$ cat config.mk
export PLATFORM = sky130hd
export DESIGN_NAME = alu_mc_flat
export DESIGN_NICKNAME = d
export VERILOG_FILES = /design/src/rtl/trsq8_alu_pkg.sv /design/src/rtl/alu_mc_if.sv /design/src/rtl/alu_mul_seq.sv /design/src/rtl/alu_mc.sv /design/src/flat_wrapper.sv
export SDC_FILE = /design/constraint.sdc
export NUM_CORES = 1
export LEC_CHECK = 0
export ABC_AREA = 1
export CAP_MARGIN = 20
export CORE_ASPECT_RATIO = 1.25
export CORE_MARGIN = 10
export CORE_UTILIZATION = 45
export DETAILED_ROUTE_END_ITERATION = 7
export HOLD_SLACK_MARGIN = 0.02
export PLACE_DENSITY = 0.68
export SLEW_MARGIN = 10
export SYNTH_ARGS = -nofsm -noshare
export SYNTH_HDL_FRONTEND = slang
export SYNTH_SLANG_ARGS = --single-unit
$ cat constraint.sdc
create_clock -name CLK_ip -period 5.65 [get_ports CLK_ip]
set_input_delay 1.13 -clock CLK_ip [delete_from_list [all_inputs] [get_ports CLK_ip]]
set_output_delay 1.13 -clock CLK_ip [all_outputs]
set_load 0.02 [all_outputs]
$ cat src/rtl/trsq8_alu_pkg.sv
// Shared definitions for the multi-cycle ALU (alu_mc) and its iterative
// multiplier (alu_mul_seq).
//   - 5-bit opcode constants
//   - FSM state encoding (also driven out on the debug state port)
//   - helper that classifies the shift opcodes
package trsq8_alu_pkg;

  localparam logic [4:0] OP_ADD   = 5'b00000;
  localparam logic [4:0] OP_SUB   = 5'b00001;
  localparam logic [4:0] OP_AND   = 5'b00010;
  localparam logic [4:0] OP_OR    = 5'b00011;
  localparam logic [4:0] OP_NOT   = 5'b00100;
  localparam logic [4:0] OP_XOR   = 5'b00101;
  localparam logic [4:0] OP_BS    = 5'b00110;
  localparam logic [4:0] OP_BC    = 5'b00111;
  localparam logic [4:0] OP_PASSA = 5'b01000;
  localparam logic [4:0] OP_PASSB = 5'b01001;
  localparam logic [4:0] OP_SHL   = 5'b01010;
  localparam logic [4:0] OP_SHR   = 5'b01011;
  localparam logic [4:0] OP_MUL   = 5'b01100;

  typedef enum logic [1:0] {
    ST_IDLE  = 2'd0,
    ST_SHIFT = 2'd1,
    ST_MUL   = 2'd2,
    ST_FIN   = 2'd3
  } alu_state_t;

  function automatic logic is_shift(input logic [4:0] op);
    return (op == OP_SHL) || (op == OP_SHR);
  endfunction

endpackage

$ cat src/rtl/alu_mc_if.sv
// Request/result bundle of the multi-cycle ALU.
//   master : requester (drives START/SEL/A/B/CF, observes BUSY/DONE/results)
//   slave  : the ALU
//
// Handshake: START_ip is a one-cycle request that is taken only while the
// ALU sits in IDLE (BUSY_op low and DONE_op low); SEL_ip, A_ip, B_ip and
// CF_ip are captured on that same edge. A request presented at any other
// time is dropped, not queued. DONE_op pulses for exactly one cycle when
// O_op/CF_op/ZF_op carry the new result; the result registers hold until
// the next DONE_op.
interface alu_mc_if #(
  parameter int WIDTH = 8
) ();

  logic             START_ip;
  logic [4:0]       SEL_ip;
  logic [WIDTH-1:0] A_ip;
  logic [WIDTH-1:0] B_ip;
  logic             CF_ip;
  logic             BUSY_op;
  logic             DONE_op;
  logic [WIDTH-1:0] O_op;
  logic             CF_op;
  logic             ZF_op;

  modport master (
    output START_ip, SEL_ip, A_ip, B_ip, CF_ip,
    input  BUSY_op, DONE_op, O_op, CF_op, ZF_op
  );

  modport slave (
    input  START_ip, SEL_ip, A_ip, B_ip, CF_ip,
    output BUSY_op, DONE_op, O_op, CF_op, ZF_op
  );

endinterface

$ cat src/rtl/alu_mul_seq.sv
// Iterative shift-add multiplier, one multiplier bit per cycle.
// Ports:
//   clk_i, rst_i : clock, synchronous active-high reset
//   start_i      : load operands and begin (ignored bookkeeping: restarts)
//   a_i, b_i     : multiplicand / multiplier, sampled with start_i
//   done_o       : high during the final (WIDTH-th) iteration cycle
//   prod_o       : full 2*WIDTH-bit product, valid while done_o is high
// start_i at edge n -> done_o high in the cycle ending at edge n+WIDTH.
module alu_mul_seq #(
  parameter int WIDTH = 8
) (
  input  logic               clk_i,
  input  logic               rst_i,
  input  logic               start_i,
  input  logic [WIDTH-1:0]   a_i,
  input  logic [WIDTH-1:0]   b_i,
  output logic               done_o,
  output logic [2*WIDTH-1:0] prod_o
);

  localparam int CW = $clog2(WIDTH + 1);

  logic [2*WIDTH-1:0] acc_q, acc_d, mcand_q, mcand_d, acc_nxt;
  logic [WIDTH-1:0]   mplr_q, mplr_d;
  logic [CW-1:0]      cnt_q, cnt_d;
  logic               run_q, run_d;

  // Accumulate the shifted multiplicand when the current multiplier LSB is 1.
  assign acc_nxt = mplr_q[0] ? (acc_q + mcand_q) : acc_q;

  // The product is taken combinationally in the last iteration so the
  // caller can register it on the same edge that ends the iteration.
  assign done_o = run_q && (cnt_q == CW'(1));
  assign prod_o = acc_nxt;

  always_comb begin
    acc_d   = acc_q;
    mcand_d = mcand_q;
    mplr_d  = mplr_q;
    cnt_d   = cnt_q;
    run_d   = run_q;
    if (start_i) begin
      acc_d   = '0;
      mcand_d = {{WIDTH{1'b0}}, a_i};
      mplr_d  = b_i;
      cnt_d   = CW'(WIDTH);
      run_d   = 1'b1;
    end else if (run_q) begin
      acc_d   = acc_nxt;
      mcand_d = mcand_q << 1;
      mplr_d  = mplr_q >> 1;
      cnt_d   = cnt_q - CW'(1);
      if (cnt_q == CW'(1)) run_d = 1'b0;
    end
  end

  always_ff @(posedge clk_i) begin
    if (rst_i) begin
      acc_q   <= '0;
      mcand_q <= '0;
      mplr_q  <= '0;
      cnt_q   <= '0;
      run_q   <= 1'b0;
    end else begin
      acc_q   <= acc_d;
      mcand_q <= mcand_d;
      mplr_q  <= mplr_d;
      cnt_q   <= cnt_d;
      run_q   <= run_d;
    end
  end

endmodule

$ cat src/rtl/alu_mc.sv
// Multi-cycle ALU: single-cycle arithmetic/logic ops, bit-serial shifts and
// an iterative multiply, with registered result and flags.
// Ports:
//   CLK_ip, RST_ip : clock, synchronous active-high reset
//   bus (slave)    : START/SEL/A/B/CF request, BUSY/DONE/O/CF/ZF results
//   STATE_op       : current FSM state, for observation only
// Flow: IDLE accepts a request. Single-cycle ops and zero-count shifts go
// straight to FIN; non-zero shifts spend k cycles in SHIFT; MUL spends
// WIDTH cycles in MUL. FIN pulses DONE_op and always returns to IDLE.
module alu_mc
  import trsq8_alu_pkg::*;
#(
  parameter int WIDTH = 8,
  parameter int SHW   = $clog2(WIDTH)
) (
  input  logic       CLK_ip,
  input  logic       RST_ip,
  alu_mc_if.slave    bus,
  output alu_state_t STATE_op
);

  alu_state_t       state_q, state_d;
  logic [WIDTH-1:0] o_q, o_d;
  logic             cf_q, cf_d;
  logic             zf_q, zf_d;
  logic             mc_q, mc_d;     // current op is multi-cycle
  logic [WIDTH-1:0] sh_q, sh_d;     // shift working register
  logic [SHW-1:0]   cnt_q, cnt_d;   // shifts still to perform
  logic             dir_q, dir_d;   // 1 = shift right

  logic [WIDTH:0]     alu_res;
  logic [WIDTH-1:0]   sh_nxt;
  logic               sh_out;
  logic [SHW-1:0]     k;
  logic               mul_start;
  logic               mul_done;
  logic [2*WIDTH-1:0] mul_prod;

  assign k = bus.B_ip[SHW-1:0];

  alu_mul_seq #(.WIDTH(WIDTH)) u_mul (
    .clk_i   (CLK_ip),
    .rst_i   (RST_ip),
    .start_i (mul_start),
    .a_i     (bus.A_ip),
    .b_i     (bus.B_ip),
    .done_o  (mul_done),
    .prod_o  (mul_prod)
  );

  // Single-cycle datapath; bit WIDTH is the carry/borrow.
  always_comb begin
    alu_res = '0;
    case (bus.SEL_ip)
      OP_ADD:   alu_res = {1'b0, bus.A_ip} + {1'b0, bus.B_ip} + {{WIDTH{1'b0}}, bus.CF_ip};
      OP_SUB:   alu_res = {1'b0, bus.A_ip} - {1'b0, bus.B_ip} + {{WIDTH{1'b0}}, bus.CF_ip};
      OP_AND:   alu_res = {1'b0, bus.A_ip & bus.B_ip};
      OP_OR:    alu_res = {1'b0, bus.A_ip | bus.B_ip};
      OP_NOT:   alu_res = {1'b0, ~bus.A_ip};
      OP_XOR:   alu_res = {1'b0, bus.A_ip ^ bus.B_ip};
      OP_BS:    alu_res = {1'b0, bus.A_ip & bus.B_ip};
      OP_BC:    alu_res = {1'b0, bus.A_ip & ~bus.B_ip};
      OP_PASSA: alu_res = {1'b0, bus.A_ip};
      OP_PASSB: alu_res = {1'b0, bus.B_ip};
      default:  alu_res = '0;  // undefined opcodes give a zero result
    endcase
  end

  // One-bit shift step; sh_out is the bit leaving the register.
  assign sh_nxt = dir_q ? {1'b0, sh_q[WIDTH-1:1]} : {sh_q[WIDTH-2:0], 1'b0};
  assign sh_out = dir_q ? sh_q[0] : sh_q[WIDTH-1];

  always_comb begin
    state_d   = state_q;
    o_d       = o_q;
    cf_d      = cf_q;
    zf_d      = zf_q;
    mc_d      = mc_q;
    sh_d      = sh_q;
    cnt_d     = cnt_q;
    dir_d     = dir_q;
    mul_start = 1'b0;
    case (state_q)
      ST_IDLE: begin
        if (bus.START_ip) begin
          if (is_shift(bus.SEL_ip)) begin
            if (k == '0) begin
              // Zero shift count finishes like a single-cycle op.
              o_d     = bus.A_ip;
              cf_d    = 1'b0;
              zf_d    = (bus.A_ip == '0);
              mc_d    = 1'b0;
              state_d = ST_FIN;
            end else begin
              sh_d    = bus.A_ip;
              cnt_d   = k;
              dir_d   = (bus.SEL_ip == OP_SHR);
              mc_d    = 1'b1;
              state_d = ST_SHIFT;
            end
          end else if (bus.SEL_ip == OP_MUL) begin
            mul_start = 1'b1;
            mc_d      = 1'b1;
            state_d   = ST_MUL;
          end else begin
            o_d     = alu_res[WIDTH-1:0];
            cf_d    = alu_res[WIDTH];
            zf_d    = (alu_res[WIDTH-1:0] == '0);
            mc_d    = 1'b0;
            state_d = ST_FIN;
          end
        end
      end
      ST_SHIFT: begin
        if (cnt_q == SHW'(1)) begin
          // Last shift: publish straight from the step so the working
          // register never shows on the outputs.
          o_d     = sh_nxt;
          cf_d    = sh_out;
          zf_d    = (sh_nxt == '0);
          state_d = ST_FIN;
        end else begin
          sh_d  = sh_nxt;
          cnt_d = cnt_q - SHW'(1);
        end
      end
      ST_MUL: begin
        if (mul_done) begin
          o_d     = mul_prod[WIDTH-1:0];
          cf_d    = |mul_prod[2*WIDTH-1:WIDTH];
          zf_d    = (mul_prod[WIDTH-1:0] == '0);
          state_d = ST_FIN;
        end
      end
      ST_FIN: begin
        // Any START seen here is dropped; acceptance only happens in IDLE.
        mc_d    = 1'b0;
        state_d = ST_IDLE;
      end
      default: state_d = ST_IDLE;
    endcase
  end

  always_ff @(posedge CLK_ip) begin
    if (RST_ip) begin
      state_q <= ST_IDLE;
      o_q     <= '0;
      cf_q    <= 1'b0;
      zf_q    <= 1'b1;
      mc_q    <= 1'b0;
      sh_q    <= '0;
      cnt_q   <= '0;
      dir_q   <= 1'b0;
    end else begin
      state_q <= state_d;
      o_q     <= o_d;
      cf_q    <= cf_d;
      zf_q    <= zf_d;
      mc_q    <= mc_d;
      sh_q    <= sh_d;
      cnt_q   <= cnt_d;
      dir_q   <= dir_d;
    end
  end

  // FIN of a single-cycle op does not count as busy.
  assign bus.BUSY_op = (state_q == ST_SHIFT) || (state_q == ST_MUL) ||
                       ((state_q == ST_FIN) && mc_q);
  assign bus.DONE_op = (state_q == ST_FIN);
  assign bus.O_op    = o_q;
  assign bus.CF_op   = cf_q;
  assign bus.ZF_op   = zf_q;
  assign STATE_op    = state_q;

endmodule

$ cat src/flat_wrapper.sv
// flat-port wrapper written by rule: the top's interface ports become plain ports
module alu_mc_flat import trsq8_alu_pkg::*;
#(
  parameter int WIDTH = 8,
  parameter int SHW   = $clog2(WIDTH)
)
  (CLK_ip, RST_ip, STATE_op, bus_START_ip, bus_SEL_ip, bus_A_ip, bus_B_ip, bus_CF_ip, bus_BUSY_op, bus_DONE_op, bus_O_op, bus_CF_op, bus_ZF_op);
  alu_mc_if #(.WIDTH(WIDTH)) bus_i ();
  input  logic CLK_ip;
  input  logic RST_ip;
  output alu_state_t STATE_op;
  input wire logic [$bits(bus_i.START_ip)-1:0] bus_START_ip;
  input wire logic [$bits(bus_i.SEL_ip)-1:0] bus_SEL_ip;
  input wire logic [$bits(bus_i.A_ip)-1:0] bus_A_ip;
  input wire logic [$bits(bus_i.B_ip)-1:0] bus_B_ip;
  input wire logic [$bits(bus_i.CF_ip)-1:0] bus_CF_ip;
  output wire logic [$bits(bus_i.BUSY_op)-1:0] bus_BUSY_op;
  output wire logic [$bits(bus_i.DONE_op)-1:0] bus_DONE_op;
  output wire logic [$bits(bus_i.O_op)-1:0] bus_O_op;
  output wire logic [$bits(bus_i.CF_op)-1:0] bus_CF_op;
  output wire logic [$bits(bus_i.ZF_op)-1:0] bus_ZF_op;
  assign bus_i.START_ip = bus_START_ip;
  assign bus_i.SEL_ip = bus_SEL_ip;
  assign bus_i.A_ip = bus_A_ip;
  assign bus_i.B_ip = bus_B_ip;
  assign bus_i.CF_ip = bus_CF_ip;
  assign bus_BUSY_op = bus_i.BUSY_op;
  assign bus_DONE_op = bus_i.DONE_op;
  assign bus_O_op = bus_i.O_op;
  assign bus_CF_op = bus_i.CF_op;
  assign bus_ZF_op = bus_i.ZF_op;
  alu_mc #(.WIDTH(WIDTH), .SHW(SHW)) u_core (.CLK_ip(CLK_ip), .RST_ip(RST_ip), .bus(bus_i), .STATE_op(STATE_op));
endmodule
Yosys cells after proc, flatten, opt, wreduce, memory -nomap -nowiden:

Cells that the tools add are included.

* word-level logic and storage cells: 137
* bits of input ports: 25
* flip-flop bits (word level): 70
* output and inout port bits: 14

* add/subtract/negate cells: 7
* reductions and logical operators: 24
* bitwise operators: 7
* muxes and demuxes: 59
* equality and inequality tests: 25

Operators by type and width (count)
* 2-to-1 mux 8 bit: 15
* case mux 9 bit (9 select lines): 1
* logical NOT 8 bit: 4
* equality test 5 x 4 -> 1 bit (second input constant): 5
* 2-to-1 mux 1 bit: 24
* case mux 8 bit (3 select lines): 1
* equality test 5 x 3 -> 1 bit (second input constant): 4
* adder 9 x 1 -> 9 bit: 2
* adder 16 bit: 1
* bitwise AND 8 bit: 2
* 2-to-1 mux 16 bit: 1
* inverter 8 bit: 2
* case mux 8 bit (2 select lines): 1
* 2-to-1 mux 3 bit: 4
* equality test 5 x 2 -> 1 bit (second input constant): 2
* 2-to-1 mux 2 bit: 5
* adder 8 x 8 -> 9 bit: 1
* subtractor 8 x 8 -> 9 bit: 1
* 2-to-1 mux 4 bit: 2
* OR 8 bit: 1
* case mux 2 bit (4 select lines): 1
* OR reduction 8 bit: 1
* bitwise XOR 8 bit: 1
* != test 2 x 1 -> 1 bit (second input constant): 3
* 27 further kinds: 37

Depth between registers and ports, before layout:

Gate-level depths: netlist of the first run.

* depth in word-level cells: 8
* gate-level depth with buffers: 18
* mapped depth without buffers: 18

Modules after synthesis:

Synthesis of the first run repeated with hierarchy kept, for this count alone.

* cells, all modules: 1022
* area total of the unflattened synthesis: 6223.5 um2

By module, submodules not included
* alu_mc: instances 1, area each 3321.9 um2, cells an instance 568
* alu_mul_seq: instances 1, area each 2901.5 um2, cells an instance 454

Worst setup path before layout of the first run:

Ideal clock, no wire load.

* path kind: input to register
* start: input port bus_B_ip[0]
* end: register u_core.zf_q, in the netlist u_core.bus.ZF_op
* buffers on the path: 0
* slack: 2.594 ns
* arrival time: 2.942 ns
* cell stages on the path: 16
* path through: inv_1 ha_1 ha_1 fa_1 nand2_1 a21oi_1 o21ai_0 nand2_1 o21ai_0 nor2_1 nand3b_1 nor2_1 nand4_1 nand2_1 nand2_1 nand2_1

* cells in the longest elaborated chain, start to end: 8

Ends and longest elaborated chain
* start: declaration: RTL line flat_wrapper.sv:15 `input wire logic [$bits(bus_i.B_ip)-1:0] bus_B_ip;`
* subtractor 8 x 8 -> 9 bit, or another cell as far along: RTL line alu_mc.sv:56 `OP_SUB: alu_res = {1'b0, bus.A_ip} - {1'b0, bus.B_ip} + {{WIDTH{1'b0}}, bus.CF_ip};`
* adder 9 x 1 -> 9 bit, or another cell as far along: RTL line alu_mc.sv:56
* case mux 9 bit (9 select lines): RTL line alu_mc.sv:54 `case (bus.SEL_ip)`
* logical NOT 8 bit: RTL line alu_mc.sv:108 `zf_d = (alu_res[WIDTH-1:0] == '0);`
* 2-to-1 mux 1 bit: RTL line alu_mc.sv:101 `end else if (bus.SEL_ip == OP_MUL) begin`
* 2-to-1 mux 1 bit: RTL line alu_mc.sv:86 `if (is_shift(bus.SEL_ip)) begin`
* 2-to-1 mux 1 bit: RTL line alu_mc.sv:85 `if (bus.START_ip) begin`
* case mux 1 bit (3 select lines): RTL line alu_mc.sv:83 `case (state_q)`
* end signal: assignment: RTL line alu_mc.sv:158 `zf_q <= zf_d;`
* end: declaration: RTL line alu_mc.sv:25 `logic zf_q, zf_d;`

Several ways; a longest one is shown, not always the timed one. The select of a mux whose other input is x is not followed.
A chain may end at the register's enable or synchronous reset.

Final worst setup path of the first run:

* start: input port bus_A_ip[2]
* end: register u_core.zf_q, in the netlist u_core.bus.ZF_op

* cells in the longest elaborated chain, start to end: 8

Ends and longest elaborated chain
* start: declaration: RTL line flat_wrapper.sv:14 `input wire logic [$bits(bus_i.A_ip)-1:0] bus_A_ip;`
* subtractor 8 x 8 -> 9 bit / adder 8 x 8 -> 9 bit (equally long branches): RTL line alu_mc.sv:56, alu_mc.sv:55
* adder 9 x 1 -> 9 bit (on tied branches): RTL line alu_mc.sv:56, alu_mc.sv:55
* case mux 9 bit (9 select lines): RTL line alu_mc.sv:54
* logical NOT 8 bit: RTL line alu_mc.sv:108
* 2-to-1 mux 1 bit: RTL line alu_mc.sv:101
* 2-to-1 mux 1 bit (*): RTL line alu_mc.sv:86
* 2-to-1 mux 1 bit (*): RTL line alu_mc.sv:85
* case mux 1 bit (3 select lines) (*): RTL line alu_mc.sv:83

Mark *: on every way between the ends. The rest lies on a longest branch, timed or not. The select of a mux whose other input is x is not followed.

==> impl_metrics.ini, run 1 <==
[setup_path]
cp_num_buf_inv = 3
crit_family = simple AND/OR/NAND/NOR gates
worstSetupPathType = input port to flip-flop
required_ps = 5940
crit_start = bus_A_ip[2]
cp.depth = 19
endpoint = u_core.bus.ZF_op$_SDFFE_PP1P_
crit_arrival_ps = 4060
cp-end-kind = flip-flop
slowest_stage = clkdlybuf4s50_1
ff2ff_path_depth = 10
cp_max_fo = 7
crit_chain = clkdlybuf4s50_1 > inv_1 > ha_1 > inv_1 > ha_1 > nand3_1 > nand2_1 > nand2_1 > nor2_1 > nand3_1 > nand2_1 > nand2_1 > nand3_1 > nand3_1 > nor2_1 > nand4_1 > nand2_1 > nand2_1 > nand2_1
r2r_slack_ps = 3020
start_kind = input port
timing.rr.start = u_core.STATE_op[0]$_SDFFE_PP0P_
rr_endpoint = u_core.u_mul.acc_q[3]$_SDFFE_PP0P_
max_stage_delay_ps = 660
cp_common_cell = nand2_1

[sta]
relSlewSlack_pct = 40.0
holdWs_ps = 463
setup_viol = 0
fmax_mhz = 265
fin_crit_ps = 3770
fin_worst_skew_ps = 10.5
finalHoldViolCount = 0
period_share_pct = 66.8
final.setup.tns_ps = 0
tightestPinTransition_ps = 899
rsz0062_at_grt = false
slew_violations = 0

[synthesis]
ys.warnings.count = 0
syn-num-nets = 1051
syn_inst = 967
ys_seq_elements = 70
yosysSeqAreaShare_pct = 23.3
ys_types = 47
synth_edf_count = 0
syn_avg_cell_area_sq_um = 6.21
synthFlopType = dfxtp_1
async_flop_share_pct = 0
synthesis.area_sq_um = 6010

[power]
switching_share_pct = 39.1
cellPowerDensity_nw_per_um2 = 295
combPwrFrac_pct = 38.2
p_int_uw = 1230
seqPwrFrac_pct = 30.3
vdd_drop_max_v = 0.000162
p_switching_uw = 787
leakagePower_uw = 0.00317
power.share.clock_pct = 31.6

[finish]
regArea_sq_um = 1400
diodes = 0
multi_input_area_sq_um = 3940
finish.utilization_pct = 51.8
drive_above_1_share_pct = 5.72
nNetsFinal = 1075
area_growth_pct = 13.6
fillCellCount = 1423

[floorplan]
die_area_sq_um = 18400
core_sq_um = 13200
start_util_pct = 45.6
num_io_pins = 39
num_rows = 47
die_h_um = 149
die_width_um = 123

[global_route]
grt_antenna_before_repair = 0
grt_pass1_vias = 6031
grt_pass1_wl_um = 30300
grt_max_degree = 49
grt_usage_pct = 20.7
gr-total-overflow = 0

[clocking]
cts_buffers = 9
clkTransAtPathRegs_ps = 60
postCtsSetupBuffers = 0
cts_tree = done
clock_sinks = 70
cts_max_level = 3
ctsResizeCount = 0
clk_latency_ps = 350
ctsHoldBuffers = 0
cts-root-buf = clkbuf_16
clk_path_buf_depth = 2

[routing]
wl_um = 18600
vias = 6198
drt.antenna.violating_nets = 0
drc = 0
viasPerCell = 5.31
drt-pass1-iter-count = 5
drt-initial-drc-count = 487
routedWlPerCell_um = 15.9

[min_path]
hp-class = flip-flop to flip-flop

[flow_run]
cap_viol_max_count = 0

[place]
gp_congestion = 0.929
hpwl_um = 14200
io_buffer_count = 38

[status]
status = finished, final reports clean
flip-flops by register name (all words and copies together) (netlist names):
register / count
u_core.u_mul.run_q: 1
u_core.bus.CF_op: 1
u_core.bus.O_op: 8
u_core.STATE_op: 2
u_core.dir_q: 1
u_core.u_mul.cnt_q: 4
u_core.cnt_q: 3
u_core.sh_q: 8
u_core.u_mul.acc_q: 16
u_core.bus.ZF_op: 1
u_core.u_mul.mcand_q: 16
u_core.mc_q: 1
u_core.u_mul.mplr_q: 8
cells by family after synthesis:
group           share of synthesized area, %
xor+xnor                                1.31
compound gates                          18.3
flops                                   23.3
simple gates                            33.3
fa+ha+maj                               12.8
buf+inv                                 11.0
power groups by stage:
stage                     clock network [uW]  registers, uW  logic [uW]
after floorplan                            0            640         471
after global placement                     0            620         766
after detailed placement                   0            620         763
after CTS                                637            610         768
after global routing                     661            617         855
final                                    636            610         769
worst min path at each step:
| stage | from | end | slack [ps] | cells after the start |
|---|---|---|---|---|
| 4_1_cts | u_core.u_mul.mplr_q[7]$_SDFFE_PP0P_ | u_core.u_mul.mplr_q[7]$_SDFFE_PP0P_ | 460 | 2 |
| 2_1_floorplan | u_core.u_mul.mplr_q[7]$_SDFFE_PP0P_ | u_core.u_mul.mplr_q[7]$_SDFFE_PP0P_ | 440 | 2 |
| 3_5_place_dp | u_core.u_mul.mplr_q[7]$_SDFFE_PP0P_ | u_core.u_mul.mplr_q[7]$_SDFFE_PP0P_ | 450 | 2 |
| 5_1_grt | u_core.u_mul.mplr_q[7]$_SDFFE_PP0P_ | u_core.u_mul.mplr_q[7]$_SDFFE_PP0P_ | 490 | 2 |
| 3_3_place_gp | u_core.u_mul.mplr_q[7]$_SDFFE_PP0P_ | u_core.u_mul.mplr_q[7]$_SDFFE_PP0P_ | 450 | 2 |
| 6_report | u_core.u_mul.mplr_q[7]$_SDFFE_PP0P_ | u_core.u_mul.mplr_q[7]$_SDFFE_PP0P_ | 460 | 2 |
layout make-up:
class                           count  area share, %
Tap cell                          171           3.14
Clock buffer                       11           3.56
Multi-Input combinational cell    729           57.8
Sequential cell                    70           20.5
Clock inverter                      5           1.21
Timing Repair Buffer               42           6.02
Inverter                          139           7.74
synth_stat cells, types with 4 or more instances:
| library cell | n | area, sq um |
|---|---|---|
| nand2_1 | 254 | 953 |
| inv_1 | 126 | 473 |
| nor2_1 | 83 | 312 |
| nand3_1 | 73 | 365 |
| a21oi_1 | 72 | 360 |
| dfxtp_1 | 70 | 1400 |
| o21ai_0 | 61 | 305 |
| ha_1 | 55 | 688 |
| a31oi_1 | 19 | 119 |
| clkbuf_1 | 17 | 63.8 |
| nor3_1 | 10 | 50.1 |
| o211ai_1 | 10 | 75.1 |
| o21ai_1 | 10 | 50.1 |
| o22ai_1 | 10 | 62.6 |
| inv_2 | 9 | 33.8 |
| nand4_1 | 8 | 50.1 |
| nor2_2 | 7 | 43.8 |
| or2_2 | 7 | 43.8 |
| buf_2 | 6 | 30.0 |
| xor2_1 | 6 | 52.6 |
| nand2_2 | 5 | 31.3 |
| fa_1 | 4 | 80.1 |
| nand3b_1 | 4 | 30.0 |
cell usage in the layout, fill, tap and decap left out, types with 5 or more instances in the layout:
cell type	count
clkdlybuf4s50_1	38
inv_1	126
nor3_1	10
inv_2	9
xor2_1	6
nand2_2	5
nor2_1	83
o21ai_0	61
a21oi_1	72
nand4_1	8
o211ai_1	10
a31oi_1	19
nand2_1	254
o21ai_1	10
nand3_1	73
or2_2	7
o22ai_1	10
dfxtp_1	70
clkbuf_16	9
ha_1	55
nor2_2	7
tightest hold or removal path: stages (launching register included):
cell and delay (ps):
dfxtp_1 310, nand2_1 60, a21oi_1 50
per-stage QoR:
step	setup WS (ps)	instance area, sq um	total power [uW]	cells
2_1_floorplan	2590	6010	1110	967
3_3_place_gp	1590	6500	1390	1151
3_5_place_dp	1560	6500	1380	1151
4_1_cts	1910	6820	2020	1167
5_1_grt	1620	6820	2130	1167
6_report	1880	6820	2010	1167
routing by layer:
layer | global-route usage, % | share of wire, % | vias up
met5 | 0 | 0 | -
met4 | 9.33 | 3.4 | 0
met3 | 3.52 | 4.2 | 42
met2 | 36.9 | 52 | 175
met1 | 23.1 | 41 | 2774
li1 | - | - | 3207
No activity file was read; power rests on OpenSTA's default activity.
==> run 2: changes to the inputs <==
==> constraint.sdc (replaced) <==
create_clock -name CLK_ip -period 3.9 [get_ports CLK_ip]
set_input_delay 0.78 -clock CLK_ip [delete_from_list [all_inputs] [get_ports CLK_ip]]
set_output_delay 0.78 -clock CLK_ip [all_outputs]
set_load 0.02 [all_outputs]
==> run 2 against run 1 <==
  * Largest cell class unchanged
  * Critical endpoint unchanged
  * Via count grew 1.9%
  * Critical path type unchanged
  * Clock skew shrank 3.3 ps
  * Combinational power grew 44%
==> impl_metrics.ini, run 2 (synthesized netlist as in run 1, its figures left out) <==
[setup_path]
cp_max_fo = 6
required_ps = 4180
start_kind = input port
worstSetupPathType = input port to flip-flop
cp-end-kind = flip-flop
crit_arrival_ps = 3600

[finish]
mostFrequentLayoutCells = nand2_1, inv_1, nor2_1
final_area_sq_um = 6910
reg_top3 = u_core.u_mul.acc_q x16, u_core.u_mul.mcand_q x16
fillCellCount = 1368
drive_above_1_share_pct = 7.02
area_growth_pct = 15.0
final_common_cell = nand2_1
diodes = 0
nNetsFinal = 1091

[place]
io_buffer_count = 38
hpwl_um = 14500
place_area_sq_um = 6620
gp_congestion = 0.935
pre_cts_ws_ps = 250

[sta]
relSlewSlack_pct = 41.1
fmax_mhz = 302
finalHoldViolCount = 0
rsz0062_at_grt = false
fin_worst_skew_ps = 7.28
fin_ws_ps = 587
slew_violations = 0
setup_viol = 0
holdWs_ps = 463
tightestPinTransition_ps = 880
period_share_pct = 85.0
fin_crit_ps = 3310
final.setup.tns_ps = 0

[power]
cellPowerDensity_nw_per_um2 = 408
vdd_drop_max_v = 0.000242
finalPower_uw = 2820
p_int_uw = 1720
seqPwrFrac_pct = 31.2
power.share.clock_pct = 29.4
switching_share_pct = 39.0
combPwrFrac_pct = 39.4
leakagePower_uw = 0.00323
p_switching_uw = 1100

[floorplan]
start_util_pct = 45.6
die_h_um = 149
core_sq_um = 13200
die_area_sq_um = 18400
num_io_pins = 39
die_width_um = 123
num_rows = 47

[routing]
wl_um = 18500
viasPerCell = 5.34
drc = 0
drt.antenna.violating_nets = 0
routedWlPerCell_um = 15.6
vias = 6316
drt-initial-drc-count = 368
drt-pass1-iter-count = 5

[min_path]
hp-class = flip-flop to flip-flop

[clocking]
ctsResizeCount = 0
postCtsSetupBuffers = 0
clk_path_buf_depth = 2
ctsHoldBuffers = 0
clk_latency_ps = 340
cts-root-buf = clkbuf_16
cts_buffers = 9
clkTransAtPathRegs_ps = 60
cts_tree = done
clock_sinks = 70
cts_max_level = 3

[global_route]
grt_antenna_before_repair = 0
gr-total-overflow = 0
grt_pass1_vias = 6336
grt_usage_pct = 20.6
grt_max_degree = 49
grt_pass1_wl_um = 30700

[flow_run]
cap_viol_max_count = 0

[status]
status = finished, final reports clean
run 2: layout make-up:
class	count	area, sq um	share of cell area (%)
multi-input combinational	729	3940	57.1
sequential	70	1400	20.3
timing repair buffer	58	531	7.68
inverter	139	528	7.64
clock buffer	13	250	3.62
tap	171	214	3.10
clock inverter	3	43.8	0.634
run 2: metrics by stage:
stage	utilization, %	instances
finish	52.5	1183
global route	52.5	1183
CTS	52.5	1183
detailed placement	50.2	1167
global placement	50.2	1167
floorplan	-	967
run 2: power groups by stage:
stage / Combinational (uW) / Clock (uW) / Sequential, uW
floorplan: 683 / 0 / 928
global placement: 1100 / 0 / 892
detailed placement: 1100 / 0 / 892
CTS: 1110 / 835 / 878
global route: 1230 / 874 / 890
finish: 1110 / 831 / 880
run 2: routing by layer:
metal / up-vias / GRT usage [%] / part of all wire, %
li1: 3243 / - / -
met1: 2820 / 22.6 / 41
met2: 190 / 36.2 / 50
met3: 63 / 3.30 / 4.2
met4: 0 / 12.7 / 5.6
met5: - / 0 / 0
run 2: critical path, cell delays in order:
cell and delay (ps):
clkdlybuf4s50_1 590, inv_1 140, ha_1 400, inv_1 90, ha_1 370, nand3_1 120
nand2_1 80, nand2_1 70, nor2_1 160, nand3_1 110, nand2_1 70, nand2_1 40
nand3_1 80, nand3_1 110, nor2_1 110, nand4_1 80, nand2_1 80, nand2_1 50
nand2_1 50
run 2: path summary, 6_finish.rpt:
path / startpoint / to / slack [ps] / cells past startpoint
max: bus_B_ip[2] / u_core.bus.ZF_op$_SDFFE_PP1P_ / 590 / 19
min: u_core.u_mul.mplr_q[7]$_SDFFE_PP0P_ / u_core.u_mul.mplr_q[7]$_SDFFE_PP0P_ / 460 / 2
min reg2reg: u_core.u_mul.mplr_q[7]$_SDFFE_PP0P_ / u_core.u_mul.mplr_q[7]$_SDFFE_PP0P_ / 460 / 2
max reg2reg: u_core.STATE_op[1]$_SDFFE_PP0P_ / u_core.bus.O_op[3]$_SDFFE_PP0P_ / 1340 / 11
